--- src/rtl/mem_ctrl.sv ---
`default_nettype none
// ============================================================================
// Module   : mem_ctrl
// Summary  : Byte-serial memory controller. Arbitrates the load/store buffer
//            (byte/half/word reads and writes) and the instruction fetcher
//            (word reads) onto a byte-wide RAM/IO port, little-endian.
// Options  : MEMCTRL_IO_STALL_EN - when defined, write bytes aimed at IO space
//            (addr[17:16] == 2'b11) are held while io_buffer_full is high.
// Revision : 1.0 - initial release
// ============================================================================
module mem_ctrl #(
  parameter int ADDR_W = 32
) (
  input  logic              clk,
  input  logic              rst,
  input  logic              rdy,
  input  logic              enable_from_lsb,
  input  logic              read_or_write_from_lsb,
  input  logic [ADDR_W-1:0] addr_from_lsb,
  input  logic [31:0]       data_from_lsb,
  input  logic [2:0]        width_from_lsb,
  output logic              ok_to_lsb,
  output logic [31:0]       data_to_lsb,
  input  logic              enable_from_if,
  input  logic [ADDR_W-1:0] addr_from_if,
  output logic              ok_to_if,
  output logic [31:0]       inst_to_if,
  input  logic              mispredict,
  input  logic [7:0]        mem_din,
  output logic [7:0]        mem_dout,
  output logic [ADDR_W-1:0] mem_a,
  output logic              mem_wr,
  input  logic              io_buffer_full
);

  typedef enum logic [2:0] {
    IDLE     = 3'd0,
    IF_READ  = 3'd1,
    LS_READ  = 3'd2,
    LS_WRITE = 3'd3,
    DONE     = 3'd4
  } state_e;

  state_e            state_q, state_d;
  logic [2:0]        cnt_q, cnt_d;
  logic [ADDR_W-1:0] addr_q, addr_d;
  logic [2:0]        width_q, width_d;
  logic [31:0]       wdata_q, wdata_d;
  logic [31:0]       rbuf_q, rbuf_d;
  logic [ADDR_W-1:0] mem_a_q, mem_a_d;
  logic              mem_wr_q, mem_wr_d;
  logic [7:0]        mem_dout_q, mem_dout_d;
  logic              ok_lsb_q, ok_lsb_d;
  logic              ok_if_q, ok_if_d;
  logic [31:0]       data_lsb_q, data_lsb_d;
  logic [31:0]       inst_q, inst_d;

  // Skid capture of the RAM byte that is in flight when rdy drops.
  logic              frozen_q;
  logic [7:0]        skid_q;
  logic [7:0]        din_eff;

  // Write-byte selection shared by the accept cycle and the write state.
  logic [ADDR_W-1:0] wr_base;
  logic [1:0]        wr_idx;
  logic [31:0]       wr_src;
  logic [ADDR_W-1:0] wr_addr;
  logic [7:0]        wr_byte;
  logic              wr_stall;

  logic [1:0]        rd_idx;
  logic [2:0]        rd_next;

  // Widths other than 1 or 2 bytes are serviced as full words.
  function automatic logic [2:0] decode_width(input logic [2:0] w);
    case (w)
      3'd1:    return 3'd1;
      3'd2:    return 3'd2;
      default: return 3'd4;
    endcase
  endfunction

  // Pick base/offset/data for the write byte to be issued at the next edge.
  always_comb begin
    if (state_q == LS_WRITE) begin
      wr_base = addr_q;
      wr_idx  = cnt_q[1:0];
      wr_src  = wdata_q;
    end else begin
      wr_base = addr_from_lsb;
      wr_idx  = 2'd0;
      wr_src  = data_from_lsb;
    end
  end

  assign wr_addr = wr_base + ADDR_W'(wr_idx);
  assign wr_byte = wr_src[{wr_idx, 3'b000} +: 8];

`ifdef MEMCTRL_IO_STALL_EN
  assign wr_stall = (wr_addr[17:16] == 2'b11) && io_buffer_full;
`else
  logic unused_io_buffer_full;
  assign unused_io_buffer_full = io_buffer_full;
  assign wr_stall = 1'b0;
`endif

  // Counter value c captures byte c-1; the next address issued is addr+c+1.
  assign rd_idx  = cnt_q[1:0] - 2'd1;
  assign rd_next = cnt_q + 3'd1;

  // While frozen the RAM keeps reading the held address, so the byte that was
  // on mem_din at the first frozen edge is replayed on the resuming edge.
  assign din_eff = frozen_q ? skid_q : mem_din;

  // Next-state, datapath and registered-output logic.
  always_comb begin
    state_d    = state_q;
    cnt_d      = cnt_q;
    addr_d     = addr_q;
    width_d    = width_q;
    wdata_d    = wdata_q;
    rbuf_d     = rbuf_q;
    mem_a_d    = mem_a_q;
    mem_wr_d   = 1'b0;
    mem_dout_d = 8'h00;
    ok_lsb_d   = 1'b0;
    ok_if_d    = 1'b0;
    data_lsb_d = data_lsb_q;
    inst_d     = inst_q;

    case (state_q)
      IDLE: begin
        if (!mispredict) begin
          if (enable_from_lsb) begin
            addr_d  = addr_from_lsb;
            width_d = decode_width(width_from_lsb);
            rbuf_d  = 32'h0;
            cnt_d   = 3'd0;
            if (read_or_write_from_lsb) begin
              wdata_d = data_from_lsb;
              state_d = LS_WRITE;
              if (!wr_stall) begin
                mem_a_d    = wr_addr;
                mem_wr_d   = 1'b1;
                mem_dout_d = wr_byte;
                cnt_d      = 3'd1;
              end
            end else begin
              mem_a_d = addr_from_lsb;
              state_d = LS_READ;
            end
          end else if (enable_from_if) begin
            addr_d  = addr_from_if;
            width_d = 3'd4;
            rbuf_d  = 32'h0;
            cnt_d   = 3'd0;
            mem_a_d = addr_from_if;
            state_d = IF_READ;
          end
        end
      end

      IF_READ, LS_READ: begin
        if (mispredict) begin
          state_d = IDLE;
          cnt_d   = 3'd0;
        end else begin
          if (cnt_q != 3'd0) begin
            rbuf_d[{rd_idx, 3'b000} +: 8] = din_eff;
          end
          if (cnt_q == width_q) begin
            state_d = DONE;
            cnt_d   = 3'd0;
            if (state_q == IF_READ) begin
              ok_if_d = 1'b1;
              inst_d  = rbuf_d;
            end else begin
              ok_lsb_d   = 1'b1;
              data_lsb_d = rbuf_d;
            end
          end else begin
            cnt_d = rd_next;
            if (rd_next < width_q) begin
              mem_a_d = addr_q + ADDR_W'(rd_next);
            end
          end
        end
      end

      LS_WRITE: begin
        if (cnt_q == width_q) begin
          ok_lsb_d = 1'b1;
          state_d  = DONE;
          cnt_d    = 3'd0;
        end else if (!wr_stall) begin
          mem_a_d    = wr_addr;
          mem_wr_d   = 1'b1;
          mem_dout_d = wr_byte;
          cnt_d      = cnt_q + 3'd1;
        end
      end

      DONE: begin
        state_d = IDLE;
      end

      default: begin
        state_d = IDLE;
        cnt_d   = 3'd0;
      end
    endcase
  end

  // State and datapath registers; rdy low freezes everything.
  always_ff @(posedge clk or negedge rst) begin
    if (!rst) begin
      state_q    <= IDLE;
      cnt_q      <= 3'd0;
      addr_q     <= '0;
      width_q    <= 3'd0;
      wdata_q    <= 32'h0;
      rbuf_q     <= 32'h0;
      mem_a_q    <= '0;
      mem_wr_q   <= 1'b0;
      mem_dout_q <= 8'h00;
      ok_lsb_q   <= 1'b0;
      ok_if_q    <= 1'b0;
      data_lsb_q <= 32'h0;
      inst_q     <= 32'h0;
    end else if (rdy) begin
      state_q    <= state_d;
      cnt_q      <= cnt_d;
      addr_q     <= addr_d;
      width_q    <= width_d;
      wdata_q    <= wdata_d;
      rbuf_q     <= rbuf_d;
      mem_a_q    <= mem_a_d;
      mem_wr_q   <= mem_wr_d;
      mem_dout_q <= mem_dout_d;
      ok_lsb_q   <= ok_lsb_d;
      ok_if_q    <= ok_if_d;
      data_lsb_q <= data_lsb_d;
      inst_q     <= inst_d;
    end
  end

  // Hold the first mem_din seen after rdy drops, release on resume.
  always_ff @(posedge clk or negedge rst) begin
    if (!rst) begin
      frozen_q <= 1'b0;
      skid_q   <= 8'h00;
    end else if (!rdy) begin
      if (!frozen_q) begin
        frozen_q <= 1'b1;
        skid_q   <= mem_din;
      end
    end else begin
      frozen_q <= 1'b0;
    end
  end

  assign ok_to_lsb   = ok_lsb_q;
  assign ok_to_if    = ok_if_q;
  assign data_to_lsb = data_lsb_q;
  assign inst_to_if  = inst_q;
  assign mem_a       = mem_a_q;
  assign mem_wr      = mem_wr_q & rdy;
  assign mem_dout    = rdy ? mem_dout_q : 8'h00;

endmodule
`default_nettype wire

--- config.mk ---
export PLATFORM = sky130hd
export DESIGN_NAME = mem_ctrl
export DESIGN_NICKNAME = d
export VERILOG_FILES = /design/src/rtl/mem_ctrl.sv
export SDC_FILE = /design/constraint.sdc
export NUM_CORES = 1
export LEC_CHECK = 0
export CORE_ASPECT_RATIO = 0.7
export CORE_MARGIN = 10
export CORE_UTILIZATION = 48
export DETAILED_ROUTE_END_ITERATION = 8
export PLACE_DENSITY = 0.77
export SKIP_CTS_REPAIR_TIMING = 1
export SYNTH_ARGS = -nofsm -noshare
export SYNTH_HDL_FRONTEND = slang
export SYNTH_SLANG_ARGS = --single-unit
--- constraint.sdc ---
create_clock -name clk -period 4.1 [get_ports clk]
set_input_delay 0.82 -clock clk [delete_from_list [all_inputs] [get_ports clk]]
set_output_delay 0.82 -clock clk [all_outputs]
set_load 0.03 [all_outputs]
==> impl_summary.log <==
INFO  metric average_cell_area_after_synthesis = 8.973 um2
INFO  metric critPathCaptureType = flop
INFO  metric timing_worst_slew_pin_value = 1.198 ns
INFO  metric yosys_warnings = 0
INFO  metric detail_route.first_pass.iterations = 6
INFO  metric synth.most_common_cell = dfrtp_1
INFO  metric critPathMostFrequentCell = a21oi_1
INFO  metric grt_max_degree = 102
INFO  metric floorplan.die.width = 210.9 um
INFO  metric cts_buffer_depth = 3
INFO  metric fin_worst_skew = 0.02508 ns
INFO  metric syn_nets = 1496
INFO  metric placeableCoreArea = 24860 um2
INFO  metric r2r_cells = 12
INFO  metric cp_data_arrival_time = 4.11 ns
INFO  metric setup.worst_path.start_class = flop
INFO  metric cts_made_buffers = 23
INFO  metric die-height = 153.7 um
INFO  metric worst-path-buf-inv = 1
INFO  metric max_freq = 0.2697 GHz
INFO  metric slew_viol_final = 0
INFO  metric clk_tree_root_cell = clkbuf_16
INFO  metric std_cell_rows = 48
INFO  metric number_of_flops_mapped_to_enable_cells_by_yosys = 0
INFO  metric placed_cells_incl_taps = 1851
INFO  metric antenna_violating_nets_left = 0
INFO  metric cts-htree-levels = 1
INFO  metric clk_pin_slew_worst_paths = 0.07 ns
INFO  metric min_path_type = primary input to asynchronous set/reset pin
INFO  metric yosys.area.top_type_share = 0.4515
INFO  metric drt_wl_total = 38.43 mm
INFO  metric detailed_router_s_first_iteration_violation_count = 1250
INFO  metric io_buffers = 220
INFO  metric vias_in_the_first_global_route = 11040
INFO  metric finalHoldWorstSlack = 0.3694 ns
INFO  metric numClockSinks = 221
INFO  metric timing.critical_path.cells = nand3b_1 > nand2_1 > o21ai_0 > ha_1 > a21oi_1 > buf_4 > nor4_2 > nor2_1 > or3_1 > xnor2_1 > a21oi_1 > a21oi_1
INFO  metric post_drt_via_cell_ratio = 5.937
INFO  metric remaining_drc_errors = 0
INFO  metric power.density = 571.0 nW/um2
INFO  metric worst_r2r_endpoint = mem_a[29]
INFO  metric final_hold_viol_count = 0
INFO  metric final_cell_area = 15570 um2
INFO  metric final_cell_count_no_fill = 1893
INFO  metric clock_latency_of_the_later_clocked_register_in_the_worst_skew_pair = 0.51 ns
INFO  metric cts_tree = done
INFO  metric critical_path.top_delay_family = simple AND/OR/NAND/NOR gates
INFO  metric ys_seq_area_frac = 0.4515
INFO  metric drv.max_cap_violation_count = 0
INFO  metric floorplan.initialDensity = 0.4926
INFO  metric yosysTopAreaCell = dfrtp_1
INFO  metric setup.worst_path.class = flop to flop
INFO  metric synth.ff_latch_count = 221
INFO  metric hpwlAfterDp = 27.67 mm
INFO  metric dr_total_vias = 11240
INFO  metric synth.top_cells.by_count = dfrtp_1, a21oi_1, nand2_1
INFO  metric layout_min_cycle_time = 3.708 ns
INFO  metric worstReg2RegStart = state_q[0]
INFO  metric grt_antenna_before_repair = 3
INFO  metric globalRoute.totalOverflow = 0
INFO  metric avgRoutedWirePerCell = 20.30 um
INFO  metric finalNetCount = 1682
INFO  metric routability_congestion_estimate_from_global_placement = 0.9332
INFO  metric worstPathRequired = 4.50 ns
INFO  metric leakagePower = 6.234 nW
INFO  metric grt_setup_unrepaired = false
INFO  metric synthesis.instances = 1365
INFO  metric status = completed
INFO  metric synth_flop_cell = dfrtp_1
INFO  metric grt_first_pass_wirelength = 61.22 mm
INFO  metric critical_path.slowest_cell = dfrtp_1
INFO  metric reg2reg_slack = 0.39 ns
INFO  metric maxSlewHeadroom = 0.2007
INFO  metric fin_setup_tns = 0 ns
INFO  metric global_route.usage.total = 0.2305
INFO  metric syn_to_final_growth = 27.09%
INFO  metric netlist_area = 12250 um2
INFO  metric critical_path.max_stage_delay = 0.52 ns
INFO  metric floorplan.io_pins = 222
INFO  metric die_area = 32410 um2
INFO  metric critical_path_peak_fanout = 10
INFO  metric setup_violations = 0
INFO  metric synthArstFlopShare = 1.000
INFO  metric synth_area_leaders = dfrtp_1, a21oi_1, o21ai_0, nand2_1, nor2_1
INFO  metric layout_worst_path_cycle_share = 0.9045
INFO  metric peakVddDrop = 0.3376 mV
INFO  metric synthDistinctLibCells = 69
INFO  metric placedInstanceArea = 14770 um2
INFO  metric power = 8.889 mW
INFO  metric drive_gt1_frac = 0.09126
## where the power goes
| group | leakage [nW] | internal, mW | total (mW) | switching [mW] |
|---|---|---|---|---|
| logic | 3.02 | 1.44 | 3.40 | 1.96 |
| clock network | 0.395 | 1.31 | 2.21 | 0.895 |
| registers | 2.81 | 2.72 | 3.28 | 0.557 |
## sequential cells by signal (all words and copies together) (netlist names)
signal	cells
frozen_q	1
mem_dout_q	8
ok_to_if	1
skid_q	8
width_q	3
ok_to_lsb	1
mem_a	32
addr_q	32
mem_wr_q	1
rbuf_q	32
wdata_q	32
state_q	3
data_to_lsb	32
inst_to_if	32
cnt_q	3
## per-layer routing
layer  routed length [um]  GRT usage
met1                17490     0.3367
met5                   27          0
met2                16440     0.3367
met3                 3660    0.05341
met4                  816    0.05468
## logic make-up after synthesis
| family | synth area share |
|---|---|
| compound gates | 0.2001 |
| simple gates | 0.1811 |
| xor+xnor | 0.05077 |
| mux | 0.06303 |
| buf+inv | 0.03585 |
| flops | 0.4515 |
| fa+ha+maj | 0.01757 |
## area by class of cell
| class | instances | area [um2] |
|---|---|---|
| inverter | 16 | 60.06 |
| sequential | 221 | 5530 |
| multi-input combinational | 1037 | 6309 |
| clock inverter | 12 | 145.1 |
| timing repair buffer | 252 | 2465 |
| tap | 325 | 406.6 |
| clock buffer | 29 | 648.1 |
| fill | 2180 | 9298 |
| antenna | 1 | 2.502 |
## through the flow
stage / worst slack (ns) / util
final: 0.3915 / 0.6261
after global routing: 0.1976 / 0.6261
after CTS: 0.4966 / 0.6260
after detailed placement: 0.2184 / 0.5941
after global placement: 0.2199 / 0.5941
after floorplan: 0.3191 / -
## placed cells by master (no fill, tap or decap), types with 5 or more instances in the layout
cell and instances:
a221oi_1 7, o221ai_1 17, buf_4 31, dfrtp_1 221, xor2_1 30, nand2b_1 12
o2bb2ai_1 10, mux4_2 8, nor2_1 133, o22a_1 12, nand4_1 15, and2_1 13
mux2_2 33, a21oi_1 171, clkbuf_8 5, nor3_1 16, ha_1 14, clkinv_2 6
clkbuf_16 23, xnor2_1 41, and3_1 8, nor2b_1 40, nand3_1 29, a31oi_1 13
o22ai_1 19, o21ai_0 134, mux2i_1 22, inv_1 15, clkdlybuf4s50_1 217, nand3b_1 5
nand2_1 162
## worst max path at each step
stage | cells after the start | endpoint | from | slack, ns
final | 12 | mem_a[29] | state_q[0] | 0.39
after global routing | 12 | mem_a[29] | state_q[1] | 0.20
after CTS | 11 | mem_a[29] | state_q[0] | 0.50
after detailed placement | 12 | mem_a[29] | addr_from_lsb[1] | 0.22
after global placement | 12 | mem_a[29] | addr_from_lsb[1] | 0.22
after floorplan | 17 | mem_a[13] | state_q[0] | 0.32
(Power assumes the default switching activity.)
